### src/rtl/ioc_bus_ctrl_if.sv
// rtl/ioc_bus_ctrl_if.sv - host byte stream and module bus bundle for ioc_bus_ctrl
interface ioc_bus_ctrl_if;
    // Host serial side
    logic [7:0]  i_rx_data;
    logic        i_rx_valid;
    logic        i_frame;
    logic        i_err_clr;
    logic [7:0]  o_tx_data;
    logic        o_tx_valid;
    logic        o_busy;
    logic        o_err;

    // Peripheral module side
    logic [31:0] i_mod_data;
    logic [3:0]  o_cs;
    logic [4:0]  o_ioc;
    logic [7:0]  o_data;
    logic        o_fetch_cmd;
    logic        o_load_cmd;

    // Driver of the host stream and module read-back data
    modport master (
        output i_rx_data, i_rx_valid, i_frame, i_err_clr, i_mod_data,
        input  o_tx_data, o_tx_valid, o_busy, o_err,
        input  o_cs, o_ioc, o_data, o_fetch_cmd, o_load_cmd
    );

    // The bus controller itself
    modport slave (
        input  i_rx_data, i_rx_valid, i_frame, i_err_clr, i_mod_data,
        output o_tx_data, o_tx_valid, o_busy, o_err,
        output o_cs, o_ioc, o_data, o_fetch_cmd, o_load_cmd
    );
endinterface

### src/rtl/ioc_bus_ctrl.sv
// rtl/ioc_bus_ctrl.sv - host opcode/data byte decoder driving module load/fetch strobes; optional wait timeout under IOC_BUS_CTRL_TIMEOUT_EN
module ioc_bus_ctrl #(
    parameter int TIMEOUT_CYCLES = 1024
) (
    input  logic           i_sys_clk,
    input  logic           i_rst,
    ioc_bus_ctrl_if.slave  bus
);

    typedef enum logic [2:0] {
        ST_IDLE       = 3'd0,
        ST_WAIT_DATA  = 3'd1,
        ST_LOAD       = 3'd2,
        ST_FETCH      = 3'd3,
        ST_CAPTURE    = 3'd4,
        ST_WAIT_DUMMY = 3'd5
    } state_t;

    state_t      state_q, state_d;
    logic [1:0]  mod_q,   mod_d;
    logic [4:0]  ioc_q,   ioc_d;
    logic [7:0]  data_q,  data_d;
    logic        err_q,   err_d;
    logic        err_set;
    logic        timeout_hit;

`ifdef IOC_BUS_CTRL_TIMEOUT_EN
    localparam int CNT_W = (TIMEOUT_CYCLES > 1) ? $clog2(TIMEOUT_CYCLES) : 1;

    logic [CNT_W-1:0] cnt_q, cnt_d;
    logic             in_wait;

    // Idle-wait counter: runs only while parked in a wait state, restarts on every state change
    always_comb begin
        in_wait     = (state_q == ST_WAIT_DATA) || (state_q == ST_WAIT_DUMMY);
        timeout_hit = in_wait && (cnt_q == CNT_W'(TIMEOUT_CYCLES - 1));
        cnt_d       = '0;
        if (in_wait && (state_d == state_q)) begin
            cnt_d = cnt_q + CNT_W'(1);
        end
    end

    // Counter register
    always_ff @(posedge i_sys_clk) begin
        if (i_rst) begin
            cnt_q <= '0;
        end else begin
            cnt_q <= cnt_d;
        end
    end
`else
    logic [31:0] unused_timeout_cfg;

    assign unused_timeout_cfg = 32'(TIMEOUT_CYCLES);
    assign timeout_hit        = 1'b0;
`endif

    // Next-state decode of the host byte stream plus the sticky error flag
    always_comb begin
        state_d = state_q;
        mod_d   = mod_q;
        ioc_d   = ioc_q;
        data_d  = data_q;
        err_set = 1'b0;

        case (state_q)
            ST_IDLE: begin
                // Bytes outside a frame are noise and are dropped here
                if (bus.i_frame && bus.i_rx_valid) begin
                    mod_d   = bus.i_rx_data[6:5];
                    ioc_d   = bus.i_rx_data[4:0];
                    state_d = bus.i_rx_data[7] ? ST_FETCH : ST_WAIT_DATA;
                end
            end

            ST_WAIT_DATA: begin
                if (timeout_hit) begin
                    state_d = ST_IDLE;
                    err_set = 1'b1;
                end else if (!bus.i_frame) begin
                    state_d = ST_IDLE;
                end else if (bus.i_rx_valid) begin
                    data_d  = bus.i_rx_data;
                    state_d = ST_LOAD;
                end
            end

            ST_LOAD: begin
                // Strobe always completes; a byte arriving now has nowhere to go
                state_d = ST_IDLE;
                err_set = bus.i_rx_valid;
            end

            ST_FETCH: begin
                state_d = ST_CAPTURE;
                err_set = bus.i_rx_valid;
            end

            ST_CAPTURE: begin
                state_d = bus.i_frame ? ST_WAIT_DUMMY : ST_IDLE;
                err_set = bus.i_rx_valid;
            end

            ST_WAIT_DUMMY: begin
                if (timeout_hit) begin
                    state_d = ST_IDLE;
                    err_set = 1'b1;
                end else if (!bus.i_frame || bus.i_rx_valid) begin
                    // The dummy byte only clocks the response out on the host side
                    state_d = ST_IDLE;
                end
            end

            default: begin
                state_d = ST_IDLE;
            end
        endcase

        // A new error in the same cycle as a clear request wins
        err_d = err_q;
        if (bus.i_err_clr) begin
            err_d = 1'b0;
        end
        if (err_set) begin
            err_d = 1'b1;
        end
    end

    // State, decoded fields and error flag registers
    always_ff @(posedge i_sys_clk) begin
        if (i_rst) begin
            state_q <= ST_IDLE;
            mod_q   <= '0;
            ioc_q   <= '0;
            data_q  <= '0;
            err_q   <= 1'b0;
        end else begin
            state_q <= state_d;
            mod_q   <= mod_d;
            ioc_q   <= ioc_d;
            data_q  <= data_d;
            err_q   <= err_d;
        end
    end

    // Output decode: strobes and chip select exist only in LOAD/FETCH, response only in CAPTURE
    always_comb begin
        bus.o_cs        = 4'b0000;
        bus.o_fetch_cmd = 1'b0;
        bus.o_load_cmd  = 1'b0;
        bus.o_tx_data   = 8'h00;
        bus.o_tx_valid  = 1'b0;

        case (state_q)
            ST_LOAD: begin
                bus.o_cs       = 4'b0001 << mod_q;
                bus.o_load_cmd = 1'b1;
            end
            ST_FETCH: begin
                bus.o_cs        = 4'b0001 << mod_q;
                bus.o_fetch_cmd = 1'b1;
            end
            ST_CAPTURE: begin
                // A frame dropped during capture kills the response byte
                if (bus.i_frame) begin
                    bus.o_tx_data  = bus.i_mod_data[{mod_q, 3'b000} +: 8];
                    bus.o_tx_valid = 1'b1;
                end
            end
            default: begin
            end
        endcase

        bus.o_busy  = (state_q != ST_IDLE);
        bus.o_ioc   = ioc_q;
        bus.o_data  = data_q;
        bus.o_err   = err_q;
    end

endmodule

### src/flat_wrapper.sv
// flat-port wrapper written by rule: the top's interface ports become plain ports
module ioc_bus_ctrl_flat 
#(
    parameter int TIMEOUT_CYCLES = 1024
)
  (i_sys_clk, i_rst, bus_i_rx_data, bus_i_rx_valid, bus_i_frame, bus_i_err_clr, bus_i_mod_data, bus_o_tx_data, bus_o_tx_valid, bus_o_busy, bus_o_err, bus_o_cs, bus_o_ioc, bus_o_data, bus_o_fetch_cmd, bus_o_load_cmd);
  ioc_bus_ctrl_if bus_i ();
  input  logic i_sys_clk;
  input  logic i_rst;
  input wire logic [$bits(bus_i.i_rx_data)-1:0] bus_i_rx_data;
  input wire logic [$bits(bus_i.i_rx_valid)-1:0] bus_i_rx_valid;
  input wire logic [$bits(bus_i.i_frame)-1:0] bus_i_frame;
  input wire logic [$bits(bus_i.i_err_clr)-1:0] bus_i_err_clr;
  input wire logic [$bits(bus_i.i_mod_data)-1:0] bus_i_mod_data;
  output wire logic [$bits(bus_i.o_tx_data)-1:0] bus_o_tx_data;
  output wire logic [$bits(bus_i.o_tx_valid)-1:0] bus_o_tx_valid;
  output wire logic [$bits(bus_i.o_busy)-1:0] bus_o_busy;
  output wire logic [$bits(bus_i.o_err)-1:0] bus_o_err;
  output wire logic [$bits(bus_i.o_cs)-1:0] bus_o_cs;
  output wire logic [$bits(bus_i.o_ioc)-1:0] bus_o_ioc;
  output wire logic [$bits(bus_i.o_data)-1:0] bus_o_data;
  output wire logic [$bits(bus_i.o_fetch_cmd)-1:0] bus_o_fetch_cmd;
  output wire logic [$bits(bus_i.o_load_cmd)-1:0] bus_o_load_cmd;
  assign bus_i.i_rx_data = bus_i_rx_data;
  assign bus_i.i_rx_valid = bus_i_rx_valid;
  assign bus_i.i_frame = bus_i_frame;
  assign bus_i.i_err_clr = bus_i_err_clr;
  assign bus_i.i_mod_data = bus_i_mod_data;
  assign bus_o_tx_data = bus_i.o_tx_data;
  assign bus_o_tx_valid = bus_i.o_tx_valid;
  assign bus_o_busy = bus_i.o_busy;
  assign bus_o_err = bus_i.o_err;
  assign bus_o_cs = bus_i.o_cs;
  assign bus_o_ioc = bus_i.o_ioc;
  assign bus_o_data = bus_i.o_data;
  assign bus_o_fetch_cmd = bus_i.o_fetch_cmd;
  assign bus_o_load_cmd = bus_i.o_load_cmd;
  ioc_bus_ctrl #(.TIMEOUT_CYCLES(TIMEOUT_CYCLES)) u_core (.i_sys_clk(i_sys_clk), .i_rst(i_rst), .bus(bus_i));
endmodule
### config.mk
export PLATFORM = sky130hd
export DESIGN_NAME = ioc_bus_ctrl_flat
export DESIGN_NICKNAME = d
export VERILOG_FILES = /design/src/rtl/ioc_bus_ctrl_if.sv /design/src/rtl/ioc_bus_ctrl.sv /design/src/flat_wrapper.sv
export SDC_FILE = /design/constraint.sdc
export NUM_CORES = 1
export LEC_CHECK = 0
export BUFFER_PORTS_ARGS = -buffer_cell sky130_fd_sc_hd__buf_4
export CELL_PAD_IN_SITES_DETAIL_PLACEMENT = 1
export CELL_PAD_IN_SITES_GLOBAL_PLACEMENT = 1
export CORE_ASPECT_RATIO = 2
export CORE_MARGIN = 4
export CORE_UTILIZATION = 29
export DETAILED_ROUTE_END_ITERATION = 6
export HOLD_SLACK_MARGIN = 0.02
export PLACE_DENSITY = 0.85
export SETUP_SLACK_MARGIN = 0.2
export SLEW_MARGIN = 20
export SYNTH_ARGS = -nofsm -noshare
export SYNTH_HDL_FRONTEND = slang
export SYNTH_SLANG_ARGS = --single-unit
### constraint.sdc
create_clock -name i_sys_clk -period 1.6 [get_ports i_sys_clk]
set_input_delay 0.24 -clock i_sys_clk [delete_from_list [all_inputs] [get_ports i_sys_clk]]
set_output_delay 0.24 -clock i_sys_clk [all_outputs]
set_load 0.005 [all_outputs]
== Yosys cells after proc, flatten, opt, wreduce, memory -nomap -nowiden ==
Index checks and enable logic that the tools add are counted.

* Equal/unequal tests: 8
* Shift operators: 2
* Mux-type cells: 17
* Reductions and logical operators: 11

{| class="wikitable"
|+ Operators by type and width
! cell !! number
|-
| indexed part select 32 x 6 -> 8 bit || 1
|-
| 2-to-1 mux 8 bit || 2
|-
| 2-to-1 mux 3 bit || 5
|-
| case mux 3 bit (5 select lines) || 1
|-
| 2-to-1 mux 1 bit || 7
|-
| equality test 3 x 2 -> 1 bit, second input constant || 2
|-
| equality test 3 bit, second input constant || 2
|-
| AND reduction 3 bit || 2
|-
| 2-to-1 mux 4 bit || 1
|-
| inequality test 2 x 1 -> 1 bit, second input constant || 2
|-
| left shift 1 x 2 -> 4 bit, first input constant || 1
|-
| equality test 3 x 1 -> 1 bit, second input constant || 1
|-
| zero test 3 bit || 1
|-
| inequality test 3 bit, second input constant || 1
|-
| nonzero test 3 bit || 1
|-
| OR reduction 3 bit || 1
|-
| 2-to-1 mux 2 bit || 1
|-
| AND reduction 2 bit || 1
|-
| nonzero test 2 bit || 1
|-
| OR reduction 2 bit || 1
|-
| logical AND 1 bit || 1
|-
| zero test 1 bit || 1
|-
| logical OR 1 bit || 1
|}

* Register bits: 19
* Input bits: 45
* Logic and storage cells: 43

== Longest topological paths before layout ==
* Depth in word-level cells: 4
* Mapped depth: 5
* Gate-level depth less buffers: 3

== Worst setup path after synthesis ==
OpenSTA, ideal clock, no wires.

* Kind: register to output
* Start point: reg u_core.mod_q[0]
* End point: out bus_o_tx_data[2]
* Data arrival time: 1245 ps
* Path slack: 115 ps
* Cell stages (with the launch flop): 4
* Path through: dfxtp_1 > buf_4 > mux4_2 > nor2b_1

* Word-level cells in the longest chain between the ends: 3

{| class="wikitable"
|+ Ends and longest elaborated chain
! item !! RTL line !! RTL
|-
| start, declared || ioc_bus_ctrl.sv:20 || <nowiki>logic [1:0] mod_q, mod_d;</nowiki>
|-
| start signal, assigned || ioc_bus_ctrl.sv:139 || <nowiki>mod_q <= mod_d;</nowiki>
|-
| indexed part select 32 x 6 -> 8 bit || ioc_bus_ctrl.sv:166 || <nowiki>bus.o_tx_data = bus.i_mod_data[{mod_q, 3'b000} +: 8];</nowiki>
|-
| 2-to-1 mux 8 bit || ioc_bus_ctrl.sv:165 || <nowiki>if (bus.i_frame) begin</nowiki>
|-
| 2-to-1 mux 8 bit || ioc_bus_ctrl.sv:154 || <nowiki>case (state_q)</nowiki>
|-
| end, declared || flat_wrapper.sv:15 || <nowiki>output wire logic [$bits(bus_i.o_tx_data)-1:0] bus_o_tx_data;</nowiki>
|}

Every way passes these cells.

== Final worst setup path ==
Same ends and word-level chain as after synthesis.

==> impl_metrics.xml <==
<?xml version="1.0" encoding="UTF-8"?>
<metrics>
  <group name="placed_design">
    <metric name="portBuffers" unit="">74</metric>
    <metric name="detailed_place_hpwl" unit="um">3310</metric>
    <metric name="gpl.final_weighted_congestion" unit="">0.722</metric>
    <metric name="place.detailed.instances" unit="">229</metric>
  </group>
  <group name="critical_path">
    <metric name="slowest_delay" unit="ps">510</metric>
    <metric name="cp_cell_sequence" unit="">buf_12 -&gt; mux4_2 -&gt; nor2b_1 -&gt; buf_4</metric>
    <metric name="path_delay_family" unit="">multiplexers</metric>
    <metric name="critical_path.startpoint_type" unit="">flop</metric>
    <metric name="worst_ep_required_time" unit="ps">1360</metric>
    <metric name="arrival" unit="ps">1550</metric>
    <metric name="path_buf_inv" unit="">2</metric>
    <metric name="critical_path_peak_fanout" unit="">4</metric>
    <metric name="kind_of_capture_point_of_the_worst_setup_path" unit="">output port</metric>
    <metric name="slowest_stage" unit="">mux4_2</metric>
    <metric name="worstSetupPathType" unit="">reg2out</metric>
  </group>
  <group name="final_layout">
    <metric name="nets" unit="">239</metric>
    <metric name="mostFrequentLayoutCell" unit="">buf_4</metric>
    <metric name="seq_area" unit="um^2">397</metric>
    <metric name="finalNonFillerCells" unit="">244</metric>
    <metric name="commonest_cells_after_routing_fill_and_taps_aside" unit="">buf_4 (71), nand2b_1 (24), mux2i_1 (15)</metric>
    <metric name="antennaDiodeCount" unit="">0</metric>
    <metric name="final_util" unit="%">52.2</metric>
    <metric name="nFillCells" unit="">457</metric>
    <metric name="syn2layout_area_growth" unit="%">75.1</metric>
    <metric name="multiInputGateArea" unit="um^2">791</metric>
    <metric name="post_route_cells_drive_above_1_share" unit="%">61.1</metric>
  </group>
  <group name="timing">
    <metric name="fin_crit_sh" unit="%">112</metric>
    <metric name="worst_slew_pin_slew" unit="ps">357</metric>
    <metric name="timing.max_slew.rel_slack" unit="%">76.0</metric>
    <metric name="fin_crit" unit="ps">1790</metric>
    <metric name="timing.final.setup_violations" unit="">8</metric>
    <metric name="slew_violations" unit="">0</metric>
    <metric name="rsz0062_at_grt" unit="">true</metric>
    <metric name="timing.final.hold_violations" unit="">0</metric>
    <metric name="clock_skew" unit="ps">1.26</metric>
    <metric name="final_critical_path_setup_slack" unit="ps">-193</metric>
    <metric name="timing.fmax" unit="MHz">558</metric>
  </group>
  <group name="clocking">
    <metric name="cts_num_sinks" unit="">19</metric>
    <metric name="ctsHtreeMaxLevel" unit="">1</metric>
    <metric name="root_buffer" unit="">clkbuf_8</metric>
    <metric name="clockBufferDepth" unit="">2</metric>
    <metric name="cts_buffers" unit="">3</metric>
    <metric name="tritoncts" unit="">built</metric>
    <metric name="clkSlewWorstSetupHoldPaths" unit="ps">70</metric>
    <metric name="clock_insertion_delay_worst_skew" unit="ps">250</metric>
  </group>
  <group name="logic_synthesis">
    <metric name="postSynthNetCount" unit="">156</metric>
    <metric name="register_area_share_after_synthesis" unit="%">33.2</metric>
    <metric name="synth_enable_flop_cells" unit="">0</metric>
    <metric name="xor_xnor_fraction_of_synth_area" unit="%">0</metric>
    <metric name="synthAdderAreaFrac" unit="%">0</metric>
    <metric name="dominant_combinational_cell_family_by_area_after_synthesis" unit="">simple AND/OR/NAND/NOR gates</metric>
    <metric name="yosys_most_used_dff" unit="">dfxtp_1</metric>
    <metric name="synth_cells" unit="">111</metric>
    <metric name="yosys_warnings" unit="">0</metric>
    <metric name="synthSimpleGateAreaFrac" unit="%">31.3</metric>
    <metric name="synthesized_area_fraction_occupied_by_ao_oa_aoi_and_oai_cells" unit="%">1.64</metric>
    <metric name="post_synth_mux_area_share" unit="%">28.8</metric>
    <metric name="ys_ff_latch" unit="">19</metric>
    <metric name="synth-async-reset-ratio" unit="%">0</metric>
    <metric name="syn-cell-area" unit="mm^2">0.00115</metric>
    <metric name="post_synth_num_cell_types" unit="">26</metric>
    <metric name="synthesized_area_per_cell" unit="um^2">10.3</metric>
  </group>
  <group name="drt">
    <metric name="detail-route-antenna-nets" unit="">0</metric>
    <metric name="average_wire_length_per_cell_after_detail_routing" unit="um">20.1</metric>
    <metric name="route.vias.total" unit="">1200</metric>
    <metric name="drt_first_pass_iters" unit="">4</metric>
    <metric name="detail_route.iter0.violations" unit="">10</metric>
    <metric name="vias_per_cell" unit="">4.92</metric>
    <metric name="route.detailed.drc" unit="">0</metric>
    <metric name="final_wirelength" unit="um">4910</metric>
  </group>
  <group name="run_status">
    <metric name="failing_checks" unit="">setup timing</metric>
    <metric name="outcome" unit="">complete, but fails checks</metric>
  </group>
  <group name="global_routing">
    <metric name="overall_overflow_remaining_after_global_route" unit="">0</metric>
    <metric name="grt_pass1_vias" unit="">1348</metric>
    <metric name="grt_antenna_before_repair" unit="">0</metric>
    <metric name="grt_pass1_wl" unit="um">6980</metric>
    <metric name="grtUsageTotal" unit="%">18.5</metric>
    <metric name="grt_start_max_net_pins" unit="">28</metric>
  </group>
  <group name="floorplan">
    <metric name="num_rows" unit="">32</metric>
    <metric name="pin_count" unit="">75</metric>
    <metric name="core_region_area" unit="mm^2">0.00384</metric>
    <metric name="die_h" unit="um">96.9</metric>
    <metric name="start_util" unit="%">29.8</metric>
    <metric name="die_w" unit="um">52.5</metric>
    <metric name="die-area" unit="mm^2">0.00508</metric>
  </group>
  <group name="pwr">
    <metric name="design_power" unit="mW">1.10</metric>
    <metric name="power_density" unit="mW/mm^2">549</metric>
    <metric name="vdd_drop_max" unit="mV">0.588</metric>
    <metric name="p_leak" unit="nW">0.928</metric>
  </group>
  <group name="worst_hold_path">
    <metric name="hold_crit_path_type" unit="">in2reg</metric>
  </group>
  <group name="flow_run">
    <metric name="timing.max_cap.violations" unit="">0</metric>
  </group>
</metrics>
[cell type report]
class,instances,area share [%]
clock buffers,4,2.24
well taps,51,3.18
flip-flops and latches,19,19.8
repair buffers,86,35.2
inverters,1,0.187
multi-input cells,83,39.4
[synthesized netlist by cell type, drive strengths merged, types with 2 or more instances]
master	instances	share of area, %
nand2	3	0.98
nor2	3	0.98
mux4	8	16
nor3b	3	2.0
or3	2	1.1
mux2i	15	13
buf	5	3.7
nand2b	24	13
nor2b	11	6.0
and3	2	1.2
dfxtp	19	33
clkbuf	3	0.98
nand3b	2	2.4
nor3	3	1.3
[kinds of logic (layout without fill, tap and decap cells)]
| kind of cell | after synthesis | count (layout) |
|---|---|---|
| compound gates | 3 | 3 |
| buf+inv | 9 | 91 |
| simple gates | 57 | 57 |
| flops | 19 | 19 |
| mux | 23 | 23 |
[metrics by stage]
| step | instance area (um^2) | hold slack [ps] | worst slack [ps] | setup TNS [ps] |
|---|---|---|---|---|
| global placement | 1720 | 460 | 22.7 | 0 |
| CTS | 1910 | 249 | -148 | -1130 |
| global route | 2010 | 282 | -214 | -1560 |
| floorplan | 1150 | 387 | 215 | 0 |
| finish | 2010 | 261 | -193 | -1290 |
| detailed placement | 1720 | 463 | -32.8 | -68.0 |
[report_power, final]
group | internal (mW) | leakage [nW] | total, mW | switching, mW
Clock | 0.177 | 0.0228 | 0.331 | 0.154
Combinational | 0.181 | 0.747 | 0.267 | 0.0863
Sequential | 0.484 | 0.158 | 0.503 | 0.0197
[sequential cells by signal, summed over array words and instances, names as in the netlist]
name / count
u_core.state_q: 3
u_core.bus.o_ioc: 5
u_core.bus.o_err: 1
u_core.bus.o_data: 8
u_core.mod_q: 2
[worst register-to-register path, delay by kind of cell, from the launching register on]
kind | cells | cell delay, ps
buffers and inverters | 1 | 140
DFF | 1 | 370
muxes | 1 | 230
and+or+nand+nor | 1 | 520
[path summary, 6_finish.rpt]
check,from,end,slack [ps],cells after the start
worst max-delay path,u_core.mod_q[0]$_SDFFE_PP0P_,bus_o_tx_data[2],-190,4
worst min-delay path,bus_i_err_clr,u_core.bus.o_err$_SDFFE_PP0P_,260,3
worst max register to register,u_core.state_q[2]$_SDFFE_PP0P_,u_core.mod_q[0]$_SDFFE_PP0P_,270,3
worst min register to register,u_core.bus.o_ioc[1]$_SDFFE_PP0P_,u_core.bus.o_ioc[1]$_SDFFE_PP0P_,480,2
[what timing repair did]
action                     in CTS  in global routing
gates resized for setup        23                 22
hold buffers                    0                  0
pin swaps                       3                  2
setup endpoints to repair      21                 16
setup buffers                   8                  2
gates cloned                    0                  1
[layer usage]
layer | GRT usage [%] | share of wire (%) | wire (um)
met4 | 10.2 | 4.8 | 237
met1 | 16.2 | 31 | 1510
met2 | 35.0 | 56 | 2760
met5 | 0 | 0 | 0
met3 | 4.31 | 8.0 | 393
No activity file was read; power rests on OpenSTA's default activity.
